File: src/rtl/seg7_scan_driver.sv
`default_nettype none
// ============================================================================
// seg7_scan_driver : 3-digit common-anode scan driver (sign, tens, units) with
//                    leading-zero blanking and a blinking "E" on invalid BCD.
// Revision: 1.0
// ============================================================================
module seg7_scan_driver #(
  parameter int REFRESH_DIV = 50000,
  parameter int BLINK_TICKS = 250
) (
  input  logic       clk,
  input  logic       rst_n,
  input  logic       load,
  input  logic [3:0] bcd1,
  input  logic [3:0] bcd0,
  input  logic       neg,
  input  logic       blank_lz,
  output logic [6:0] seg,
  output logic [2:0] an,
  output logic       err
);

  localparam int            PW        = (REFRESH_DIV > 1) ? $clog2(REFRESH_DIV) : 1;
  localparam int            BW        = (BLINK_TICKS > 1) ? $clog2(BLINK_TICKS) : 1;
  localparam logic [PW-1:0] PRE_MAX   = PW'(REFRESH_DIV - 1);
  localparam logic [BW-1:0] BLINK_MAX = BW'(BLINK_TICKS - 1);
  localparam logic [6:0]    SEG_BLANK = 7'b1111111;
  localparam logic [6:0]    SEG_DASH  = 7'b0111111;
  localparam logic [6:0]    SEG_E     = 7'b0000110;

  typedef enum logic [1:0] {
    S_UNITS = 2'd0,
    S_TENS  = 2'd1,
    S_SIGN  = 2'd2
  } state_t;

  state_t        state_q, state_d;
  logic [PW-1:0] pre_q, pre_d;
  logic [BW-1:0] blink_q, blink_d;
  logic          phase_q, phase_d;
  logic [3:0]    tens_q, tens_d;
  logic [3:0]    units_q, units_d;
  logic          neg_q, neg_d;
  logic          err_q, err_d;
  logic [6:0]    seg_q, seg_d;
  logic [2:0]    an_q, an_d;
  logic          tick;
  logic          err_new;
  logic [3:0]    digit;

  function automatic logic [6:0] bcd_to_seg(input logic [3:0] d);
    case (d)
      4'd0:    bcd_to_seg = 7'b1000000;
      4'd1:    bcd_to_seg = 7'b1111001;
      4'd2:    bcd_to_seg = 7'b0100100;
      4'd3:    bcd_to_seg = 7'b0110000;
      4'd4:    bcd_to_seg = 7'b0011001;
      4'd5:    bcd_to_seg = 7'b0010010;
      4'd6:    bcd_to_seg = 7'b0000010;
      4'd7:    bcd_to_seg = 7'b1111000;
      4'd8:    bcd_to_seg = 7'b0000000;
      4'd9:    bcd_to_seg = 7'b0010000;
      default: bcd_to_seg = SEG_BLANK;
    endcase
  endfunction

  // Prescaler, scan sequencing, capture and blink timing
  always_comb begin
    tick    = (pre_q == PRE_MAX);
    pre_d   = tick ? '0 : pre_q + 1'b1;
    err_new = (bcd1 > 4'd9) | (bcd0 > 4'd9);

    state_d = state_q;
    if (tick) begin
      case (state_q)
        S_UNITS: state_d = S_TENS;
        S_TENS:  state_d = S_SIGN;
        default: state_d = S_UNITS;
      endcase
    end

    tens_d  = load ? bcd1    : tens_q;
    units_d = load ? bcd0    : units_q;
    neg_d   = load ? neg     : neg_q;
    err_d   = load ? err_new : err_q;

    // Entering error mode restarts the blink so "E" always shows first
    blink_d = blink_q;
    phase_d = phase_q;
    if (load && err_new && !err_q) begin
      blink_d = '0;
      phase_d = 1'b1;
    end else if (!err_q) begin
      blink_d = '0;
      phase_d = 1'b1;
    end else if (tick) begin
      if (blink_q == BLINK_MAX) begin
        blink_d = '0;
        phase_d = ~phase_q;
      end else begin
        blink_d = blink_q + 1'b1;
      end
    end
  end

  // Output frame is built from the present slot and present captures
  always_comb begin
    case (state_q)
      S_UNITS: begin an_d = 3'b110; digit = units_q; end
      S_TENS:  begin an_d = 3'b101; digit = tens_q;  end
      default: begin an_d = 3'b011; digit = units_q; end
    endcase

    if (err_q) begin
      seg_d = phase_q ? SEG_E : SEG_BLANK;
    end else if (state_q == S_SIGN) begin
      seg_d = neg_q ? SEG_DASH : SEG_BLANK;
    end else if ((state_q == S_TENS) && blank_lz && (tens_q == 4'd0)) begin
      seg_d = SEG_BLANK;
    end else begin
      seg_d = bcd_to_seg(digit);
    end
  end

  always_ff @(posedge clk) begin
    if (!rst_n) begin
      state_q <= S_UNITS;
      pre_q   <= '0;
      blink_q <= '0;
      phase_q <= 1'b1;
      tens_q  <= 4'd0;
      units_q <= 4'd0;
      neg_q   <= 1'b0;
      err_q   <= 1'b0;
      seg_q   <= SEG_BLANK;
      an_q    <= 3'b111;
    end else begin
      state_q <= state_d;
      pre_q   <= pre_d;
      blink_q <= blink_d;
      phase_q <= phase_d;
      tens_q  <= tens_d;
      units_q <= units_d;
      neg_q   <= neg_d;
      err_q   <= err_d;
      seg_q   <= seg_d;
      an_q    <= an_d;
    end
  end

  assign seg = seg_q;
  assign an  = an_q;
  assign err = err_q;

endmodule
`default_nettype wire

File: config.mk
export PLATFORM = sky130hd
export DESIGN_NAME = seg7_scan_driver
export DESIGN_NICKNAME = d
export VERILOG_FILES = /design/src/rtl/seg7_scan_driver.sv
export SDC_FILE = /design/constraint.sdc
export NUM_CORES = 1
export LEC_CHECK = 0
export ABC_AREA = 0
export CORE_ASPECT_RATIO = 1.25
export CORE_MARGIN = 8
export CORE_UTILIZATION = 45
export CTS_BUF_LIST = sky130_fd_sc_hd__clkbuf_16
export DETAILED_ROUTE_END_ITERATION = 7
export PLACE_DENSITY = 0.66
export RECOVER_POWER = 50
export SLEW_MARGIN = 10
export SYNTH_ARGS = -nofsm -noshare
export SYNTH_HDL_FRONTEND = slang
export SYNTH_SLANG_ARGS = --single-unit
File: constraint.sdc
create_clock -name clk -period 2.3 [get_ports clk]
set_input_delay 0.575 -clock clk [delete_from_list [all_inputs] [get_ports clk]]
set_output_delay 0.575 -clock clk [all_outputs]
set_load 0.01 [all_outputs]
==> flow_summary.toml, run 1 <==
[status]
status = "complete, no violations"

[timing]
slew_headroom = 0.555
finalSetupViolations = 0
period_minus_slack_ns = 2.02
setup_tns_ns = 0
worst_clock_skew_ns = 0.00569
worst_pin_slew_ns = 0.668
finalHoldViolCount = 0
rsz0062_at_grt = "no"
fin_crit_sh = 0.880
drv_slew = 0
max_freq_mhz = 494

[floorplanning]
coreArea_mm2 = 0.00466
io-pin-count = 24
dieArea_mm2 = 0.00725
die_y_um = 93.2
fp-row-count = 28
die_w_um = 77.8
start_util = 0.461

[worst_setup_path]
critical_path.endpoint_type = "flip-flop"
cp_top_family = "simple AND/OR/NAND/NOR gates"
critPathBufInv = 1
start_kind = "flip-flop"
critPathMaxFanout = 6
worstPathRequired_ns = 2.48
critPathKind = "flip-flop to flip-flop"
critical-path-max-stage-delay_ns = 0.41
slowest_stage = "dfxtp_1"
crit_arrival_ns = 2.21
crit_chain = "nor2b_1 -> mux2i_1 -> inv_1 -> ha_1 -> o22ai_1 -> nand2_1 -> a31o_2"

[global_route]
antenna_found_initial = 0
top_usage_layer = "met2"
grt.total_usage = 0.134
grt_use_met1 = 0.142
grt_pass1_vias = 1763
grt_pass1_wl_um = 8050
grt_remaining_overflow = 0
grtUsageMet2 = 0.240
grt.met3_usage = 0.0403
grt_max_degree = 20

[finish]
areaGrowthSynthToFinish_pct = 21.6
seqCellArea_um2 = 941
nFillCells = 435
multiInputGateArea_mm2 = 0.00115
diodes = 0
final_nets = 286
drive_gt1_frac = 0.0556

[synth]
syn_inst = 242
yosysMostFrequentCell = "dfxtp_1"
synth.cell_area_mm2 = 0.00215
synth_area_leader_cell = "dfxtp_1"
avgSynthCellArea_um2 = 8.87
synthesis.nets = 259
yosysWarnings = 0
synth_enable_flop_cells = 0
yosysUniqueCellTypes = 42
ys_ff_latch = 47
synth_commonest_cells = "dfxtp_1 (47), nor2_1 (25), nand2_1 (16)"
synth.area.top_cells = "dfxtp_1 (44%), mux2i_1 (5.6%), nor2_1 (4.4%), nor2b_1 (4.1%), xor2_1 (3.7%)"
yosys.area.top_type_share = 0.438
async_flop_share = 0
ys_seq_area_frac = 0.438
synth_ff_type = "dfxtp_1"

[clock_tree]
cts_sinks = 47
tritoncts = "built"
cts-buffers-inserted = 5
clk_latency_ns = 0.29
cts_setup_buffers = 0
cts.clk_slew.worst_paths_ns = 0.07
holdBufCountCts = 0
clock_path_buffers = 2
cts.repair.resized = 0
ctsHtreeMaxLevel = 2
root_buffer = "clkbuf_16"

[placed_design]
place_congestion = 0.798
hpwl_um = 3370
portBuffers = 23

[power]
power_w = 0.00185
powerDensity_mw_per_mm2 = 709
p_leak_nw = 0.933
ir_drop_v = 0.000347

[drt]
wirelength_um = 4610
viasPerCell = 5.31
drtIter0Drc = 116
dr_total_vias = 1752
wire_per_inst_um = 14.0
drtAntennaViolNets = 0
post-route-drc-count = 0
drt-pass1-iter-count = 4

[min_path]
holdCritPathClass = "flip-flop to flip-flop"

[job]
maxCapViolCount = 0
[state kept, by name, summed over array words and instances (netlist names)]
name and count:
neg_q 1, tens_q 4, units_q 4, an 3, pre_q 16, seg 7, blink_q 8, state_q 2
err 1, phase_q 1
[report_power, final]
part	total (W)	internal, W	switching, W
logic	0.000143	0.0000777	0.0000653
clock network	0.000842	0.000519	0.000323
registers	0.000866	0.000843	0.0000230
total	0.00185	0.00144	0.000412
[metal layers]
layer,vias up,wire [um]
met1,803,1950
met3,9,211
met4,0,83
met5,-,0
met2,42,2370
li1,898,-
[metrics by stage]
stage / utilization / cell area (um^2) / hold slack (ns) / worst slack, ns / cells
6_report: 0.560 / 2610 / 0.465 / 0.276 / 330
5_1_grt: 0.560 / 2610 / 0.498 / 0.0104 / 330
4_1_cts: 0.563 / 2620 / 0.474 / 0.251 / 330
3_5_place_dp: 0.526 / 2450 / 0.459 / 0.283 / 322
3_3_place_gp: 0.526 / 2450 / 0.450 / 0.325 / 322
2_1_floorplan: - / 2150 / 0.429 / 0.253 / 242
[cells by family (layout without fill, tap and decap cells)]
group	Yosys count	in the layout	share of synthesized area
compound gates	42	42	0.122
flops	47	47	0.438
mux	12	12	0.0559
simple gates	107	107	0.265
buf+inv	13	41	0.0262
fa+ha+maj	4	4	0.0233
xor+xnor	17	17	0.0694
[area by class of cell]
type                    instances  share of cell area
repair buffers                 27              0.0954
inverters                       6             0.00863
well taps                      60              0.0288
flip-flops and latches         47               0.360
clock inverters                 3              0.0182
clock buffers                   5              0.0479
multi-input cells             182               0.441
[worst reg2reg max path, stage by stage (launching register included)]
cell     delay, ns
dfxtp_1       0.41
nor2b_1       0.38
mux2i_1       0.31
inv_1         0.13
ha_1          0.24
o22ai_1       0.17
nand2_1       0.07
a31o_2        0.22
[cell usage in the layout (no fill, tap or decap), drive strengths merged, types with 9 or more instances in the layout]
| cell | n |
|---|---|
| nor2b | 14 |
| xor2 | 9 |
| nand2 | 17 |
| nand3 | 13 |
| nor2 | 25 |
| mux2i | 12 |
| o21ai | 15 |
| clkdlybuf4s50 | 12 |
| a21oi | 9 |
| dfxtp | 47 |
| dlygate4sd3 | 11 |
[worst paths after layout]
path,startpoint,to,slack [ns],cells after the start
worst min-delay path,pre_q[0]$_SDFF_PP0_,pre_q[0]$_SDFF_PP0_,0.46,1
worst max-delay path,state_q[0]$_SDFFE_PN0N_,seg[6]$_SDFF_PN1_,0.28,7
worst max register to register,state_q[0]$_SDFFE_PN0N_,seg[6]$_SDFF_PN1_,0.28,7
worst min register to register,pre_q[0]$_SDFF_PP0_,pre_q[0]$_SDFF_PP0_,0.46,1
Power figures use the tool's default switching activity.
==> run 2, diff against run 1 <==
--- a/config.mk
+++ b/config.mk
@@ -11,7 +11,8 @@
 export CORE_UTILIZATION = 45
 export CTS_BUF_LIST = sky130_fd_sc_hd__clkbuf_16
 export DETAILED_ROUTE_END_ITERATION = 7
-export PLACE_DENSITY = 0.66
+export DONT_BUFFER_PORTS = 1
+export MAX_ROUTING_LAYER = met4
 export RECOVER_POWER = 50
 export SLEW_MARGIN = 10
 export SYNTH_ARGS = -nofsm -noshare
==> flow_summary.toml, run 2 (same netlist as run 1, synthesis figures left out) <==
[drt]
drt-pass1-iter-count = 4
drtAntennaViolNets = 0
viasPerCell = 5.50
drtIter0Drc = 70
post-route-drc-count = 0
dr_total_vias = 1679
wire_per_inst_um = 14.0
wirelength_um = 4270

[floorplanning]
dieArea_mm2 = 0.00725
die_w_um = 77.8
io-pin-count = 24
coreArea_mm2 = 0.00466
start_util = 0.461
die_y_um = 93.2
fp-row-count = 28

[worst_setup_path]
reg2reg_from = "pre_q[0]$_SDFF_PP0_"
crit_arrival_ns = 2.25
startpoint = "pre_q[0]$_SDFF_PP0_"
r2r_slack_ns = 0.27
r2r_end = "blink_q[4]$_SDFFE_PP0N_"
critPathMaxFanout = 14
worstPathRequired_ns = 2.52
critPathKind = "flip-flop to flip-flop"
reg2regPathDepth = 6
start_kind = "flip-flop"
critPathCapture = "blink_q[4]$_SDFFE_PP0N_"
critical_path.endpoint_type = "flip-flop"

[timing]
drv_slew = 0
setup_tns_ns = 0
worst_clock_skew_ns = 0.00608
rsz0062_at_grt = "no"
slew_headroom = 0.646
period_minus_slack_ns = 2.03
fin_crit_sh = 0.883
max_freq_mhz = 492
finalSetupViolations = 0
worst_pin_slew_ns = 0.530
finalHoldViolCount = 0

[finish]
final_nets = 261
nFillCells = 439
largest_register_ffs = 16
top_register = "pre_q"
drive_gt1_frac = 0.0653
final_common_cell = "dfxtp_1"
areaGrowthSynthToFinish_pct = 10.7
layout_common_cells = "dfxtp_1 (47), nor2_1 (25), nand2_1 (16)"
diodes = 0

[global_route]
grt_pass1_wl_um = 7200
grt.met3_usage = 0.0345
antenna_found_initial = 0
grtUsageMet2 = 0.205
grt_use_met1 = 0.137
grt_max_degree = 23
top_usage_layer = "met2"
grt_remaining_overflow = 0
grt.total_usage = 0.125
grt_pass1_vias = 1598

[job]
maxCapViolCount = 0

[clock_tree]
cts_sinks = 47
cts.repair.resized = 0
ctsHtreeMaxLevel = 2
cts-buffers-inserted = 5
cts.clk_slew.worst_paths_ns = 0.07
tritoncts = "built"
root_buffer = "clkbuf_16"
clk_latency_ns = 0.29
cts_setup_buffers = 0
holdBufCountCts = 0
clock_path_buffers = 2

[power]
powerDensity_mw_per_mm2 = 756
clkPwrFrac = 0.468
p_leak_nw = 0.854
share_comb_of_total_power = 0.044
seq_power_share = 0.488
ir_drop_v = 0.000482
swShare = 0.219
power_w = 0.00180
switching_power_w = 0.000394
cell_internal_pwr_w = 0.00140

[placed_design]
portBuffers = 0
place_congestion = 0.814
hpwl_um = 3140

[status]
status = "complete, no violations"

[min_path]
holdCritPathClass = "input port to flip-flop"
[run 2: worst min-delay path by stage]
stage / cells past startpoint / startpoint / endpoint
floorplan: 1 / pre_q[0]$_SDFF_PP0_ / pre_q[0]$_SDFF_PP0_
CTS: 1 / rst_n / an[1]$_SDFF_PN1_
global placement: 1 / pre_q[0]$_SDFF_PP0_ / pre_q[0]$_SDFF_PP0_
global route: 1 / rst_n / an[1]$_SDFF_PN1_
detailed placement: 1 / pre_q[0]$_SDFF_PP0_ / pre_q[0]$_SDFF_PP0_
finish: 1 / rst_n / an[1]$_SDFF_PN1_
[run 2: cell type report]
| type | count | area (um^2) | share of cell area |
|---|---|---|---|
| sequential | 47 | 941 | 0.396 |
| timing repair buffer | 2 | 15.0 | 0.00632 |
| inverter | 6 | 22.5 | 0.00948 |
| multi-input combinational | 182 | 1150 | 0.484 |
| clock inverter | 3 | 47.5 | 0.0200 |
| tap | 60 | 75.1 | 0.0316 |
| clock buffer | 5 | 125 | 0.0527 |
[run 2: through the flow]
step                utilization  instances  instance area, um^2  hold WS (ns)  setup slack [ns]
floorplan                     -        242                 2150         0.429             0.253
global placement          0.473        297                 2200         0.446             0.281
detailed placement        0.473        297                 2200         0.459             0.284
CTS                       0.510        305                 2380         0.344             0.269
global route              0.510        305                 2380         0.348            0.0915
finish                    0.510        305                 2380         0.348             0.269
[run 2: power by group through the flow]
stage	logic (W)	registers, W	clock network, W
2_1_floorplan	0.0000745	0.000886	0
3_3_place_gp	0.0000813	0.000896	0
3_5_place_dp	0.0000814	0.000896	0
4_1_cts	0.0000815	0.000877	0.000855
5_1_grt	0.0000907	0.000880	0.000884
6_report	0.0000798	0.000877	0.000841
[run 2: per-layer routing]
| layer | wire [um] | vias up | part of all wire |
|---|---|---|---|
| met5 | 0 | - | 0 |
| met4 | 94 | 0 | 0.022 |
| met3 | 209 | 8 | 0.049 |
| met2 | 2050 | 43 | 0.48 |
| met1 | 1920 | 773 | 0.45 |
| li1 | - | 855 | - |
[run 2: critical path, stage by stage, from the launching register on]
cell and delay (ns):
dfxtp_1 0.38, ha_1 0.22, nand3_1 0.15, or3_4 0.41, or2_4 0.30, or3_1 0.36
a21oi_1 0.14
==> run 3, diff against run 2 <==
--- a/config.mk
+++ b/config.mk
@@ -14,7 +14,8 @@
 export DONT_BUFFER_PORTS = 1
 export MAX_ROUTING_LAYER = met4
 export RECOVER_POWER = 50
-export SLEW_MARGIN = 10
+export REMOVE_ABC_BUFFERS = 1
 export SYNTH_ARGS = -nofsm -noshare
 export SYNTH_HDL_FRONTEND = slang
 export SYNTH_SLANG_ARGS = --single-unit
+export TNS_END_PERCENT = 10
==> flow_summary.toml, run 3 (same netlist as run 1, synthesis figures left out) <==
[finish]
final_common_cell = "dfxtp_1"
drive_gt1_frac = 0.0531
final_nets = 261
diodes = 0
largest_register_ffs = 16
areaGrowthSynthToFinish_pct = 8.97
layout_common_cells = "dfxtp_1 (47), nor2_1 (25), nand2_1 (16)"
final_area_mm2 = 0.00234
top_register = "pre_q"

[min_path]
holdCritPathClass = "input port to flip-flop"

[clock_tree]
tritoncts = "built"
cts_setup_buffers = 0
clk_latency_ns = 0.28
root_buffer = "clkbuf_16"
cts.repair.resized = 0
cts-buffers-inserted = 5
ctsHtreeMaxLevel = 2
clock_path_buffers = 2
holdBufCountCts = 0
cts_sinks = 47
cts.clk_slew.worst_paths_ns = 0.06

[status]
status = "complete, no violations"

[drt]
dr_total_vias = 1650
drtIter0Drc = 110
drtAntennaViolNets = 0
post-route-drc-count = 0
wire_per_inst_um = 14.2
wirelength_um = 4320
drt-pass1-iter-count = 4
viasPerCell = 5.41

[worst_setup_path]
critical-path-max-stage-delay_ns = 0.41
worstPathRequired_ns = 2.51
critPathKind = "flip-flop to flip-flop"
critical_path.endpoint_type = "flip-flop"
start_kind = "flip-flop"
crit_chain = "or3b_1 -> or3_4 -> or2_4 -> or3_1 -> a21oi_1"
slowest_stage = "or3b_1"
critPathMaxFanout = 14
crit_arrival_ns = 2.23

[power]
powerDensity_mw_per_mm2 = 697
swShare = 0.218
p_leak_nw = 0.840
share_comb_of_total_power = 0.049
cell_internal_pwr_w = 0.00128
seq_power_share = 0.537
clkPwrFrac = 0.414
switching_power_w = 0.000356
ir_drop_v = 0.000275
power_w = 0.00163

[floorplanning]
die_y_um = 93.2
fp-row-count = 28
die_w_um = 77.8
io-pin-count = 24
coreArea_mm2 = 0.00466
start_util = 0.461
dieArea_mm2 = 0.00725

[timing]
period_minus_slack_ns = 2.02
worst_pin_slew_ns = 0.556
setup_tns_ns = 0
hold_slack_ns = 0.371
slew_headroom = 0.627
fin_crit_sh = 0.879
max_freq_mhz = 494
rsz0062_at_grt = "no"
finalHoldViolCount = 0
worst_clock_skew_ns = 0.00391
drv_slew = 0
finalSetupViolations = 0

[global_route]
grt_max_degree = 23
antenna_found_initial = 0
grt_remaining_overflow = 0
grt_pass1_wl_um = 7600
grt_pass1_vias = 1617
grt.total_usage = 0.132

[placed_design]
portBuffers = 0
place_area_mm2 = 0.00220
place_congestion = 0.804
hpwl_um = 3230

[job]
maxCapViolCount = 0
[run 3: changes by cell type in the layout (fill, tap and decap cells not counted)]
| cell | previous run | this run |
|---|---|---|
| bufinv_16 | 1 | 0 |
| clkinv_1 | 0 | 2 |
| clkinv_4 | 1 | 0 |
| inv_1 | 6 | 7 |
| inv_6 | 1 | 0 |
[run 3: final cells by class]
class                           count  area [um^2]
Clock inverter                      3         11.3
Tap cell                           60         75.1
Fill cell                         441         2320
Multi-Input combinational cell    182         1150
Clock buffer                        5          125
Sequential cell                    47          941
Timing Repair Buffer                2         15.0
Inverter                            6         22.5
[run 3: power by group through the flow]
stage / clock [W] / sequential (W) / combinational, W
after detailed placement: 0 / 0.000896 / 0.0000808
after CTS: 0.000693 / 0.000878 / 0.0000813
after global routing: 0.000734 / 0.000882 / 0.0000932
after global placement: 0 / 0.000895 / 0.0000796
after floorplan: 0 / 0.000886 / 0.0000670
final: 0.000675 / 0.000877 / 0.0000800
[run 3: stage by stage]
step | cells | worst slack, ns | util
floorplan | 235 | 0.160 | -
global placement | 297 | 0.331 | 0.473
detailed placement | 297 | 0.293 | 0.473
CTS | 305 | 0.276 | 0.502
global route | 305 | 0.144 | 0.502
finish | 305 | 0.277 | 0.502
[run 3: per-layer routing]
metal	track usage	vias up	share of wire
li1	-	852	-
met1	0.142	767	0.45
met2	0.230	29	0.50
met3	0.0393	2	0.046
met4	0.0394	0	0.0051
met5	-	-	0
[run 3: worst paths after layout]
| kind | start | endpoint | slack [ns] | cells after the start |
|---|---|---|---|---|
| max | pre_q[5]$_SDFF_PP0_ | blink_q[3]$_SDFFE_PP0N_ | 0.28 | 5 |
| min | rst_n | an[0]$_SDFF_PN1_ | 0.37 | 1 |
| min reg2reg | pre_q[0]$_SDFF_PP0_ | pre_q[0]$_SDFF_PP0_ | 0.47 | 1 |
| max reg2reg | pre_q[5]$_SDFF_PP0_ | blink_q[3]$_SDFFE_PP0N_ | 0.28 | 5 |
[run 3: critical path: cells and delay by family, from the launching register on]
kind               cells  cell delay, ns
DFF                    1            0.35
and+or+nand+nor        4            1.46
AOI/OAI and AO/OA      1            0.15
